### src/rtl/approx_mult_pipe.sv
// approx_mult_pipe: 3-stage pipelined unsigned multiplier. Each beat picks its own mode:
// exact (a*b) or lower-part-OR approximate. In approximate mode the low APPROX_COLS
// product columns are the OR of their partial products and produce no carry. The
// columns above them are summed exactly.
//
// Optional feature, enabled by the macro APPROX_MULT_ERRSTAT_EN: on-line error
// statistics (stat_clr, err_count, err_sum). When the macro is undefined, these ports
// and all of their logic are absent.
//
// Ports:
//   clk, rst             rising-edge clock, synchronous active-high reset
//   in_valid/in_ready    operand handshake; in_ready = out_ready | ~out_valid
//   in_a, in_b           WIDTH-bit unsigned operands
//   in_mode              1 = approximate, 0 = exact
//   in_tag               sideband tag, carried unchanged to out_tag
//   out_valid/out_ready  result handshake
//   out_p, out_tag, out_mode  result (2*WIDTH bits), its tag and its mode
//   stat_clr             clear both statistics counters (optional feature only)
//   err_count, err_sum   saturating error statistics (optional feature only)
module approx_mult_pipe #(
  parameter int unsigned WIDTH       = 8,
  parameter int unsigned APPROX_COLS = 4,
  parameter int unsigned TAG_W       = 4
) (
  input  logic               clk,
  input  logic               rst,
  input  logic               in_valid,
  output logic               in_ready,
  input  logic [WIDTH-1:0]   in_a,
  input  logic [WIDTH-1:0]   in_b,
  input  logic               in_mode,
  input  logic [TAG_W-1:0]   in_tag,
  output logic               out_valid,
  input  logic               out_ready,
  output logic [2*WIDTH-1:0] out_p,
  output logic [TAG_W-1:0]   out_tag,
  output logic               out_mode
`ifdef APPROX_MULT_ERRSTAT_EN
  ,
  input  logic               stat_clr,
  output logic [31:0]        err_count,
  output logic [31:0]        err_sum
`endif
);

  localparam int unsigned PW = 2 * WIDTH;

  // One global advance for the whole pipeline. Bubbles travel along and are not squeezed out.
  logic w_adv;
  assign w_adv    = out_ready | ~out_valid;
  assign in_ready = w_adv;

  // S1: partial-product matrix, one row per bit of b.
  logic [WIDTH-1:0] r_s1_pp [WIDTH];
  logic             r_s1_valid;
  logic             r_s1_mode;
  logic [TAG_W-1:0] r_s1_tag;

  always_ff @(posedge clk) begin
    if (rst) begin
      r_s1_valid <= 1'b0;
      r_s1_mode  <= 1'b0;
      r_s1_tag   <= '0;
      for (int unsigned i = 0; i < WIDTH; i++) r_s1_pp[i] <= '0;
    end else if (w_adv) begin
      r_s1_valid <= in_valid;
      r_s1_mode  <= in_mode;
      r_s1_tag   <= in_tag;
      for (int unsigned i = 0; i < WIDTH; i++) r_s1_pp[i] <= in_a & {WIDTH{in_b[i]}};
    end
  end

  // Reduce the matrix to a sum/carry pair using a chain of 3:2 compressors.
  // In approximate mode the rows are masked above the OR region before reduction.
  // Carries only move left, so nothing can leak back into the OR region.
  // Bitwise OR of the shifted rows is exactly the per-column OR.
  logic [PW-1:0] w_low_mask;
  logic [PW-1:0] w_sum;
  logic [PW-1:0] w_carry;
  logic [PW-1:0] w_low;
`ifdef APPROX_MULT_ERRSTAT_EN
  logic [PW-1:0] w_esum;
  logic [PW-1:0] w_ecarry;
`endif

  always_comb begin
    logic [PW-1:0] row;
    logic [PW-1:0] row_m;
    w_low_mask = '0;
    w_sum      = '0;
    w_carry    = '0;
    w_low      = '0;
    row        = '0;
    row_m      = '0;
`ifdef APPROX_MULT_ERRSTAT_EN
    w_esum     = '0;
    w_ecarry   = '0;
`endif
    for (int unsigned c = 0; c < PW; c++) w_low_mask[c] = (c < APPROX_COLS);
    for (int unsigned i = 0; i < WIDTH; i++) begin
      row   = PW'(r_s1_pp[i]) << i;
      w_low = w_low | row;
      row_m = r_s1_mode ? (row & ~w_low_mask) : row;
      // The final carry-out at the MSB can be dropped safely: the true total fits in PW bits.
      {w_carry, w_sum} = {((w_sum & w_carry) | (w_sum & row_m) | (w_carry & row_m)) << 1,
                          w_sum ^ w_carry ^ row_m};
`ifdef APPROX_MULT_ERRSTAT_EN
      {w_ecarry, w_esum} = {((w_esum & w_ecarry) | (w_esum & row) | (w_ecarry & row)) << 1,
                            w_esum ^ w_ecarry ^ row};
`endif
    end
    w_low = w_low & w_low_mask & {PW{r_s1_mode}};
  end

  // S2: two-row form with the low OR bits resolved.
  logic [PW-1:0]    r_s2_sum;
  logic [PW-1:0]    r_s2_carry;
  logic [PW-1:0]    r_s2_low;
  logic             r_s2_valid;
  logic             r_s2_mode;
  logic [TAG_W-1:0] r_s2_tag;
`ifdef APPROX_MULT_ERRSTAT_EN
  logic [PW-1:0]    r_s2_esum;
  logic [PW-1:0]    r_s2_ecarry;
`endif

  always_ff @(posedge clk) begin
    if (rst) begin
      r_s2_sum    <= '0;
      r_s2_carry  <= '0;
      r_s2_low    <= '0;
      r_s2_valid  <= 1'b0;
      r_s2_mode   <= 1'b0;
      r_s2_tag    <= '0;
`ifdef APPROX_MULT_ERRSTAT_EN
      r_s2_esum   <= '0;
      r_s2_ecarry <= '0;
`endif
    end else if (w_adv) begin
      r_s2_sum    <= w_sum;
      r_s2_carry  <= w_carry;
      r_s2_low    <= w_low;
      r_s2_valid  <= r_s1_valid;
      r_s2_mode   <= r_s1_mode;
      r_s2_tag    <= r_s1_tag;
`ifdef APPROX_MULT_ERRSTAT_EN
      r_s2_esum   <= w_esum;
      r_s2_ecarry <= w_ecarry;
`endif
    end
  end

  // S3: final sum. The OR field and the summed field never overlap.
  logic [PW-1:0]    r_s3_p;
  logic             r_s3_valid;
  logic             r_s3_mode;
  logic [TAG_W-1:0] r_s3_tag;
`ifdef APPROX_MULT_ERRSTAT_EN
  logic [PW-1:0]    r_s3_exact;
`endif

  always_ff @(posedge clk) begin
    if (rst) begin
      r_s3_p     <= '0;
      r_s3_valid <= 1'b0;
      r_s3_mode  <= 1'b0;
      r_s3_tag   <= '0;
`ifdef APPROX_MULT_ERRSTAT_EN
      r_s3_exact <= '0;
`endif
    end else if (w_adv) begin
      r_s3_p     <= (r_s2_sum + r_s2_carry) | r_s2_low;
      r_s3_valid <= r_s2_valid;
      r_s3_mode  <= r_s2_mode;
      r_s3_tag   <= r_s2_tag;
`ifdef APPROX_MULT_ERRSTAT_EN
      r_s3_exact <= r_s2_esum + r_s2_ecarry;
`endif
    end
  end

  assign out_valid = r_s3_valid;
  assign out_p     = r_s3_p;
  assign out_tag   = r_s3_tag;
  assign out_mode  = r_s3_mode;

`ifdef APPROX_MULT_ERRSTAT_EN
  // The accumulator is wide enough to hold a full-width difference plus a carry.
  localparam int unsigned SW = ((PW > 32) ? PW : 32) + 1;

  logic [31:0]   r_err_count;
  logic [31:0]   r_err_sum;
  logic [PW-1:0] w_diff;
  logic [SW-1:0] w_acc;
  logic          w_err;

  // approx <= exact always holds, so the difference cannot wrap.
  assign w_diff = r_s3_exact - r_s3_p;
  assign w_err  = r_s3_valid & out_ready & r_s3_mode & (w_diff != '0);
  assign w_acc  = SW'(r_err_sum) + SW'(w_diff);

  always_ff @(posedge clk) begin
    if (rst || stat_clr) begin
      r_err_count <= '0;
      r_err_sum   <= '0;
    end else if (w_err) begin
      if (r_err_count != '1) r_err_count <= r_err_count + 32'd1;
      r_err_sum <= (w_acc[SW-1:32] != '0) ? '1 : w_acc[31:0];
    end
  end

  assign err_count = r_err_count;
  assign err_sum   = r_err_sum;
`endif

endmodule
### config.mk
export PLATFORM = sky130hd
export DESIGN_NAME = approx_mult_pipe
export DESIGN_NICKNAME = d
export VERILOG_FILES = /design/src/rtl/approx_mult_pipe.sv
export SDC_FILE = /design/constraint.sdc
export NUM_CORES = 1
export LEC_CHECK = 0
export BUFFER_PORTS_ARGS = -buffer_cell sky130_fd_sc_hd__buf_4
export CAP_MARGIN = 20
export CORE_MARGIN = 4
export CORE_UTILIZATION = 55
export CTS_CLUSTER_DIAMETER = 200
export DETAILED_ROUTE_END_ITERATION = 6
export PLACE_DENSITY = 0.86
export SYNTH_ARGS = -nofsm -noshare
export SYNTH_HDL_FRONTEND = slang
export SYNTH_SLANG_ARGS = --single-unit
### constraint.sdc
create_clock -name clk -period 10.7 [get_ports clk]
set_input_delay 0.535 -clock clk [delete_from_list [all_inputs] [get_ports clk]]
set_output_delay 0.535 -clock clk [all_outputs]
set_load 0.005 [all_outputs]
==> results_tabular.tex <==
\begin{tabular}{lr}
\hline
Metric & Value \\
\hline
\multicolumn{2}{l}{\textbf{STA}} \\
\quad Transition time at the pin with the least slew margin & 0.795 ns \\
\quad Hold violation total from the final report & 0 \\
\quad Number of pins with negative max-slew slack in the final report & 0 \\
\quad Relative slew margins & 0.469 \\
\quad Highest clock frequency the design can meet & 0.251 GHz \\
\quad Number of setup violations in the final report & 0 \\
\quad Total negative setup slack & 0 ns \\
\quad Clock skew after layout & 0.0119 ns \\
\quad Minimum clock period & 3.99 ns \\
\quad RSZ-0062 raised after global routing & false \\
\quad Tcrit/Tclk final & 0.373 \\
\multicolumn{2}{l}{\textbf{Detailed routing}} \\
\quad DRT Wirelength & 11000 um \\
\quad Routed vias & 3837 \\
\quad Post-DRT Antenna Nets & 0 \\
\quad Mean routed wirelength per cell & 15.4 um \\
\quad Total DRC errors in the routed layout & 0 \\
\quad Detailed-router iteration count before antenna repair & 5 \\
\quad Count of routing violations after the opening detailed-route iteration & 334 \\
\quad Routed vias/inst & 5.36 \\
\multicolumn{2}{l}{\textbf{Setup path}} \\
\quad Data arrival time of the critical path & 4.43 ns \\
\quad Worst R2R Setup Slack & 6.71 ns \\
\quad Path type of the worst setup path & reg -> reg \\
\quad CP endpoint kind & flop \\
\quad WP data required & 11.14 ns \\
\quad Worst R2R End & r\_s2\_sum[7]\$\_SDFFE\_PP0P\_ \\
\quad Number of cell instances on the worst register-to-register path & 10 \\
\quad Reg-to-Reg Start & r\_s1\_mode\$\_SDFFE\_PP0P\_ \\
\quad Largest fanout of any net on the critical path & 16 \\
\quad CP Launch Type & flop \\
\multicolumn{2}{l}{\textbf{Clocking}} \\
\quad Worst-skew pair later-pin latency & 0.52 ns \\
\quad Total setup buffers inserted after CTS & 0 \\
\quad Clock tree from TritonCTS & built \\
\quad Clock-pin slew reported for the worst setup and hold paths after clock tree synthesis & 0.06 ns \\
\quad Maximum count of clock buffers along a single path & 2 \\
\quad Number of sinks driven by the clock tree & 124 \\
\quad Number of resized instances in the post-cts repair step & 0 \\
\quad Num CTS Buffers & 17 \\
\quad Depth of the CTS H-tree & 4 \\
\quad Number of hold-repair buffers added at the cts stage & 0 \\
\quad Cell chosen for the clock root & sky130\_fd\_sc\_hd\_\_clkbuf\_8 \\
\multicolumn{2}{l}{\textbf{GRT}} \\
\quad Most congested layer reported by global routing & met2 \\
\quad Total Routing Usage GR & 0.182 \\
\quad Antenna violations before repair & 0 \\
\quad Vias in the first global route & 3874 \\
\quad GR Layer Usage met1 & 0.237 \\
\quad Global-route wire length before repair & 18500 um \\
\quad Overflow left after global routing & 0 \\
\quad Largest net degree at the start of global routing & 72 \\
\quad Met3 Usage GRT & 0.0536 \\
\quad Met2 routing resource usage after global routing & 0.300 \\
\multicolumn{2}{l}{\textbf{Logic synthesis}} \\
\quad Most common flop cell mapped by yosys & sky130\_fd\_sc\_hd\_\_edfxtp\_1 \\
\quad Post-Syn Instances & 522 \\
\quad Async set or reset register ratio after synthesis & 0 \\
\quad Number of enable-type register cells in the synthesized netlist & 64 \\
\quad Average instance area after synthesis & 11.7 um\^{}2 \\
\quad Net count after synthesis & 604 \\
\quad Mapped Area & 6110 um\^{}2 \\
\quad Portion of the post-synthesis area used by sequential elements & 0.511 \\
\quad Post-synthesis register bit count & 124 \\
\quad Number of unique standard cell types used by synthesis & 41 \\
\quad Total of warnings raised by yosys & 0 \\
\multicolumn{2}{l}{\textbf{Power and ir drop}} \\
\quad Power per unit of standard cell area & 189 nW/um\^{}2 \\
\quad Worst ir drop on vdd & 0.122 mV \\
\quad Static leakage & 3.13 nW \\
\multicolumn{2}{l}{\textbf{Layout}} \\
\quad Net count reported at finish & 645 \\
\quad Area of the multi-input gates & 2570 um\^{}2 \\
\quad Area taken by flip-flops and latches & 3120 um\^{}2 \\
\quad Number of antenna repair diodes & 0 \\
\quad Syn-to-layout area delta & 15.8\% \\
\quad Most common cell after layout, fill and taps aside & sky130\_fd\_sc\_hd\_\_edfxtp\_1 \\
\quad Fraction of layout instances using a drive strength above 1 & 0.186 \\
\quad Number of inserted filler cells in the final layout & 770 \\
\quad Commonest non-fill, non-tap cells in the layout & 64 x sky130\_fd\_sc\_hd\_\_edfxtp\_1, 60 x sky130\_fd\_sc\_hd\_\_dfxtp\_1, 57 x sky130\_fd\_sc\_hd\_\_nand2\_1 \\
\quad Post-route cell area & 7080 um\^{}2 \\
\multicolumn{2}{l}{\textbf{Worst hold path}} \\
\quad Hold Path Stages & 3 \\
\quad Hold Path Origin & in\_tag[0] \\
\quad Hold Crit Endpoint & r\_s1\_tag[0]\$\_SDFFE\_PP0P\_ \\
\quad Hold WC Path Type & in -> reg \\
\multicolumn{2}{l}{\textbf{Placement}} \\
\quad Cell area after placement & 6440 um\^{}2 \\
\quad Global placement routability congestion & 0.810 \\
\quad Post-DP HPWL & 7310 um \\
\quad I/O Buffers & 47 \\
\multicolumn{2}{l}{\textbf{Floorplanning}} \\
\quad Placeable core region & 10800 um\^{}2 \\
\quad \# IOs & 48 \\
\quad Die W & 113 um \\
\quad Overall die area & 12900 um\^{}2 \\
\quad Cell Rows & 38 \\
\quad Chip height & 113 um \\
\quad Effective utilization at floorplan & 0.563 \\
\multicolumn{2}{l}{\textbf{Outcome}} \\
\quad Status & completed \\
\multicolumn{2}{l}{\textbf{Job}} \\
\quad Max capacitance violation total & 0 \\
\hline
\end{tabular}
[per-stage QoR]
stage / instances / hold slack (ns) / total power [mW] / utilization / worst slack, ns
2_1_floorplan: 522 / 0.432 / 0.687 / - / 6.83
3_3_place_gp: 684 / 0.438 / 0.731 / 0.594 / 6.87
3_5_place_dp: 684 / 0.446 / 0.744 / 0.594 / 6.70
4_1_cts: 716 / 0.251 / 1.35 / 0.653 / 6.67
5_1_grt: 716 / 0.260 / 1.40 / 0.653 / 6.51
6_report: 716 / 0.267 / 1.34 / 0.653 / 6.71
[cells in the mapped netlist (7+ instances only)]
master | n | area (um^2)
sky130_fd_sc_hd__a211oi_2 | 18 | 225
sky130_fd_sc_hd__nor2_1 | 25 | 93.8
sky130_fd_sc_hd__nor2b_1 | 10 | 62.6
sky130_fd_sc_hd__ha_1 | 14 | 175
sky130_fd_sc_hd__and3_1 | 48 | 300
sky130_fd_sc_hd__edfxtp_1 | 64 | 1920
sky130_fd_sc_hd__a21oi_1 | 36 | 180
sky130_fd_sc_hd__clkbuf_1 | 7 | 26.3
sky130_fd_sc_hd__inv_1 | 51 | 191
sky130_fd_sc_hd__fa_1 | 43 | 861
sky130_fd_sc_hd__and2_1 | 16 | 100
sky130_fd_sc_hd__nor3_1 | 10 | 50.1
sky130_fd_sc_hd__buf_6 | 8 | 90.1
sky130_fd_sc_hd__dfxtp_1 | 60 | 1200
sky130_fd_sc_hd__buf_2 | 7 | 35.0
sky130_fd_sc_hd__nand2_1 | 57 | 214
[critical path: stages (launching register included)]
cell and delay, ns:
sky130_fd_sc_hd__dfxtp_1 0.61, sky130_fd_sc_hd__nor2b_1 0.10, sky130_fd_sc_hd__ha_1 0.23, sky130_fd_sc_hd__fa_1 0.42
sky130_fd_sc_hd__fa_1 0.44, sky130_fd_sc_hd__fa_1 0.42, sky130_fd_sc_hd__fa_1 0.51, sky130_fd_sc_hd__inv_1 0.05
sky130_fd_sc_hd__fa_1 0.51, sky130_fd_sc_hd__fa_1 0.43, sky130_fd_sc_hd__a211oi_2 0.18
[state kept, by name (all words and copies together), names as in the netlist]
register / flops
r_s1_valid: 1
out_tag: 4
r_s2_sum: 15
r_s1_mode: 1
out_valid: 1
r_s2_valid: 1
r_s2_low: 4
r_s1_tag: 4
r_s2_carry: 7
r_s2_mode: 1
out_p: 16
out_mode: 1
r_s1_pp: 64
r_s2_tag: 4
[cell families (layout without fill, tap and decap cells)]
family                     Yosys count  count (layout)  synth area share
AOI/OAI and AO/OA                   67              67            0.0830
DFF                                124             124             0.511
and+or+nand+nor                    194             194             0.168
buffers and inverters               80             134            0.0682
adders and majority gates           57              57             0.170
[layer usage]
| layer | vias up | share of wire |
|---|---|---|
| met5 | - | 0 |
| met4 | 0 | 0.012 |
| met3 | 11 | 0.052 |
| met2 | 88 | 0.52 |
| met1 | 1887 | 0.41 |
| li1 | 1851 | - |
[power by group]
group | leakage, nW | switching, mW | internal (mW) | total [mW]
clock network | 0.321 | 0.203 | 0.400 | 0.602
logic | 1.56 | 0.0914 | 0.0855 | 0.177
registers | 1.25 | 0.0217 | 0.539 | 0.560
[cell type report]
type / instances / share of cell area
clock buffers: 22 / 0.0714
clock inverters: 10 / 0.0184
inverters: 52 / 0.0276
multi-input cells: 318 / 0.363
flip-flops and latches: 124 / 0.441
well taps: 140 / 0.0248
repair buffers: 50 / 0.0531
[worst max path at each step]
stage                      startpoint                  endpoint  slack (ns)
2_1_floorplan  r_s1_mode$_SDFFE_PP0P_  r_s2_sum[7]$_SDFFE_PP0P_        6.83
3_3_place_gp   r_s1_mode$_SDFFE_PP0P_  r_s2_sum[7]$_SDFFE_PP0P_        6.87
3_5_place_dp   r_s1_mode$_SDFFE_PP0P_  r_s2_sum[7]$_SDFFE_PP0P_        6.70
4_1_cts        r_s1_mode$_SDFFE_PP0P_  r_s2_sum[7]$_SDFFE_PP0P_        6.67
5_1_grt        r_s1_mode$_SDFFE_PP0P_  r_s2_sum[7]$_SDFFE_PP0P_        6.51
6_report       r_s1_mode$_SDFFE_PP0P_  r_s2_sum[7]$_SDFFE_PP0P_        6.71
Power figures use the tool's default switching activity.
